[src/rtl/sblk_pipe.sv]
// -----------------------------------------------------------------------------
// sblk_pipe
//   Generic aligned delay line. Stage 0 combines operands a and b with a
//   bitwise function selected by MODE. The result then travels through DEPTH
//   registered stages. Each stage carries its own valid bit. The pipeline
//   can be stalled (en=0) or cleared synchronously (flush=1), and it reports
//   how many stages currently hold a valid word.
//
//   Parameters
//     WIDTH  data width of a, b and q
//     DEPTH  number of register stages (>= 1)
//     MODE   stage-0 function: 0 a&b, 1 a|b, 2 a^b, 3 a (b ignored)
//     CW     width of count, derived from DEPTH
//
//   Ports
//     clk       in   rising-edge clock
//     rst_n     in   asynchronous active-low reset
//     a, b      in   operands, WIDTH bits
//     in_valid  in   operands valid this cycle
//     en        in   advance the pipeline; 0 holds all state
//     flush     in   synchronous clear of every stage (wins over en)
//     q         out  last-stage data, forced to 0 when not valid
//     q_valid   out  last-stage valid
//     count     out  number of stages holding valid data
// -----------------------------------------------------------------------------
module sblk_pipe #(
  parameter  int WIDTH = 8,
  parameter  int DEPTH = 2,
  parameter  int MODE  = 0,
  localparam int CW    = $clog2(DEPTH + 1)
) (
  input  logic             clk,
  input  logic             rst_n,
  input  logic [WIDTH-1:0] a,
  input  logic [WIDTH-1:0] b,
  input  logic             in_valid,
  input  logic             en,
  input  logic             flush,
  output logic [WIDTH-1:0] q,
  output logic             q_valid,
  output logic [CW-1:0]    count
);

  logic [WIDTH-1:0] data_q [DEPTH];
  logic [WIDTH-1:0] data_d [DEPTH];
  logic [DEPTH-1:0] valid_q;
  logic [DEPTH-1:0] valid_d;
  logic [CW-1:0]    count_q;
  logic [CW-1:0]    count_d;
  logic [WIDTH-1:0] f;

  // The stage-0 function is purely bitwise, so there are no carries and the
  // width does not grow.
  always_comb begin
    case (MODE)
      0:       f = a & b;
      1:       f = a | b;
      2:       f = a ^ b;
      default: f = a;
    endcase
  end

  always_comb begin
    // NOTE: every next-state signal gets a default first, so that no path
    // leaves one unassigned and no latch is inferred.
    data_d  = data_q;
    valid_d = valid_q;
    count_d = count_q;

    if (flush) begin
      for (int i = 0; i < DEPTH; i++) begin
        data_d[i] = '0;
      end
      valid_d = '0;
      count_d = '0;
    end else if (en) begin
      // Words that are not valid are loaded as zero. This keeps q at 0
      // whenever q_valid is low, with no masking needed at the output.
      data_d[0]  = in_valid ? f : '0;
      valid_d[0] = in_valid;
      for (int i = 1; i < DEPTH; i++) begin
        data_d[i]  = data_q[i-1];
        valid_d[i] = valid_q[i-1];
      end
      // One word may enter and one may leave on the same edge. When the
      // pipeline is full and a word enters, the last stage is necessarily
      // valid and leaves, so count never goes past DEPTH. When count is 0,
      // nothing leaves, so count never drops below 0.
      count_d = count_q + CW'(in_valid) - CW'(valid_q[DEPTH-1]);
    end
  end

  // NOTE: the stage array is reset along with the valid bits, because an
  // asynchronous reset must clear in-flight data. It must not only
  // invalidate that data.
  always_ff @(posedge clk or negedge rst_n) begin
    if (!rst_n) begin
      for (int i = 0; i < DEPTH; i++) begin
        data_q[i] <= '0;
      end
      valid_q <= '0;
      count_q <= '0;
    end else begin
      // NOTE: state uses non-blocking assignments, so every stage samples
      // the value its predecessor held before this edge.
      for (int i = 0; i < DEPTH; i++) begin
        data_q[i] <= data_d[i];
      end
      valid_q <= valid_d;
      count_q <= count_d;
    end
  end

  assign q       = data_q[DEPTH-1];
  assign q_valid = valid_q[DEPTH-1];
  assign count   = count_q;

endmodule

[config.mk]
export PLATFORM = sky130hd
export DESIGN_NAME = sblk_pipe
export DESIGN_NICKNAME = d
export VERILOG_FILES = /design/src/rtl/sblk_pipe.sv
export SDC_FILE = /design/constraint.sdc
export NUM_CORES = 1
export LEC_CHECK = 0
export ABC_AREA = 1
export BUFFER_PORTS_ARGS = -buffer_cell sky130_fd_sc_hd__buf_2
export CAP_MARGIN = 20
export CORE_MARGIN = 3
export CORE_UTILIZATION = 51
export CTS_CLUSTER_SIZE = 30
export DETAILED_ROUTE_END_ITERATION = 8
export GPL_ROUTABILITY_DRIVEN = 0
export PLACE_DENSITY = 0.93
export SYNTH_ARGS = -nofsm -noshare
export SYNTH_HDL_FRONTEND = slang
export SYNTH_SLANG_ARGS = --single-unit
[constraint.sdc]
create_clock -name clk -period 2.1 [get_ports clk]
set_input_delay 0.21 -clock clk [delete_from_list [all_inputs] [get_ports clk]]
set_output_delay 0.21 -clock clk [all_outputs]
set_load 0.03 [all_outputs]
==> flow_metrics.tcl <==
set metrics [dict create \
    status "complete, no violations" \
    hpwl_um 1390 \
    final_common_cell "buf_2" \
    route.detailed.drc 0 \
    cpMostUsedCell "nand2_1" \
    grt_pass1_vias 710 \
    fmax_ghz 0.735 \
    cts_resized 0 \
    seq_area_frac_synth_pct 54.9 \
    wl_met1_um 748 \
    setup_tns_ps 0 \
    drt_first_pass_iters 5 \
    die_x_um 48.3 \
    postRouteAntennaNets 0 \
    root_buffer "clkbuf_4" \
    min_period_over_period_pct 64.8 \
    worstSetupPathType "reg2reg" \
    pin_count 32 \
    place_area_um2 1040 \
    fin_util_pct 67.9 \
    die_y_um 48.3 \
    drive_gt1_share_pct 33.1 \
    slew_violations 0 \
    grt_max_degree 21 \
    netlist_instances 99 \
    routed_via_density 4.72 \
    crit_required_ps 2300 \
    htreeDepth 1 \
    path_max_fanout 3 \
    cts_tree "done" \
    first_iter_violations 20 \
    syn_avg_cell_area_um2 9.20 \
    grtUsageTotal_pct 17.5 \
    core_area_um2 1590 \
    clkLatencyLatePin_ps 300 \
    rr_worst_depth 9 \
    routed_wire_length_per_instance_um 11.6 \
    yosysWarnings 0 \
    clock_sinks 20 \
    cp-start-kind "flop" \
    antenna_cells 0 \
    syn_to_final_growth_pct 18.8 \
    crit_buf_inv 2 \
    total_power_uw 727 \
    fin_crit_ps 1360 \
    finClkSkew_ps 3.14 \
    holdCritPathClass "in2reg" \
    grt_pass1_wl_um 2770 \
    fin_cells 151 \
    ir_drop_mv 0.427 \
    rsz0062_at_grt "false" \
    cts_setup_buffers 0 \
    top_layer_used "met4" \
    start_util_pct 57.1 \
    cp.depth 9 \
    path_clk_slew_ps 110 \
    design_area_um2 1080 \
    reg2reg_slack_ps 740 \
    crit_path_top_delay_cell "dfrtp_1" \
    dp.cells 146 \
    hold_viol_final 0 \
    max_stage_delay_ps 410 \
    wl_um 1760 \
    max_slew_margin_pct 71.4 \
    path_cells "ha_1 -> inv_1 -> ha_1 -> inv_1 -> nand2_1 -> nand2_1 -> nand2_1 -> nand3_1 -> nand2_1" \
    worst_pin_slew_ps 429 \
    endpoint_kind "flop" \
    crit_family "adder cells" \
    port_buffers 31 \
    clockBufferDepth 2 \
    nFillCells 123 \
    final_nets 151 \
    p_leak_nw 0.596 \
    met2_length_um 891 \
    die_area_um2 2330 \
    whs_ps 152 \
    power.density_nw_per_um2 672 \
    maxCapViolations 0 \
    synth_area_um2 911 \
    critPathArrivalTime_ps 1560 \
    whs_path_depth 3 \
    antenna_found_initial 0 \
    setup_ws_ps 739 \
    setup_viol 0 \
    final_cell_mix "31 x buf_2, 24 x nand2_1, 20 x dfrtp_1, 11 x inv_1, 9 x o21ai_1" \
    pre_cts_ws_ps 756 \
    synth_nets 122 \
    ys_ff_latch 20 \
    grt-ovfl-total 0 \
    wl_met3_um 105 \
    vias 713 \
    tritoncts.num_buffers 3 \
    synth.distinct_cells 14 \
    placementRows 14 \
]
-- kinds of logic (layout without fill, tap and decap cells) --
kind of cell	count (synthesis)	in the layout	share of synthesized area, %
buffers and inverters	23	51	13.1
and+or+nand+nor	35	35	18.1
DFF	20	20	54.9
adders and majority gates	2	2	2.75
AOI/OAI and AO/OA	19	19	11.1
-- repair_timing --
action                                  4_1_cts  5_1_grt
endpoints found under the setup margin        0        0
hold endpoints to repair                     20        0
hold buffers                                  1        0
-- worst min-delay path: stages --
cell	delay, ps
buf_2	90
nand2_1	40
o22ai_1	70
-- per-layer routing --
layer | vias up | GRT usage [%]
li1 | 361 | -
met1 | 324 | 20.7
met2 | 26 | 28.4
met3 | 2 | 5.17
met4 | 0 | 9.14
met5 | - | 0
-- worst paths after layout --
check / startpoint / endpoint
setup / recovery: valid_q[1] / count[1]
hold / removal: b[0] / data_q[8]
setup reg to reg: valid_q[1] / count[1]
hold reg to reg: q[1] / q[1]
max in group asynchronous: rst_n / q[3]
min in group asynchronous: rst_n / q[6]
-- layout make-up --
class / instances / area (um^2) / area share [%]
inverter: 15 / 58.8 / 5.43
tap: 24 / 30.0 / 2.77
sequential: 20 / 500 / 46.2
multi-input combinational: 56 / 292 / 26.9
timing repair buffer: 32 / 165 / 15.3
clock buffer: 4 / 36.3 / 3.35
-- cells in the mapped netlist (all sizes together) --
cell type	count	share of area, %
nand2	26	12
o21ai	14	7.7
inv	15	6.5
dfrtp	20	55
buf	8	6.6
nor2	7	4.7
o22ai	5	3.4
ha	2	2.7
nand3	2	1.1
-- sequential cells by signal (all words and copies together), names as in the netlist --
name     cells
count        2
data_q       8
q            8
valid_q      2
-- power breakdown --
part,switching (mW),internal (mW),leakage [nW]
combinational,0.0668,0.0367,0.301
sequential,0.00618,0.397,0.274
clock,0.114,0.106,0.0210
No activity file was read; power rests on OpenSTA's default activity.
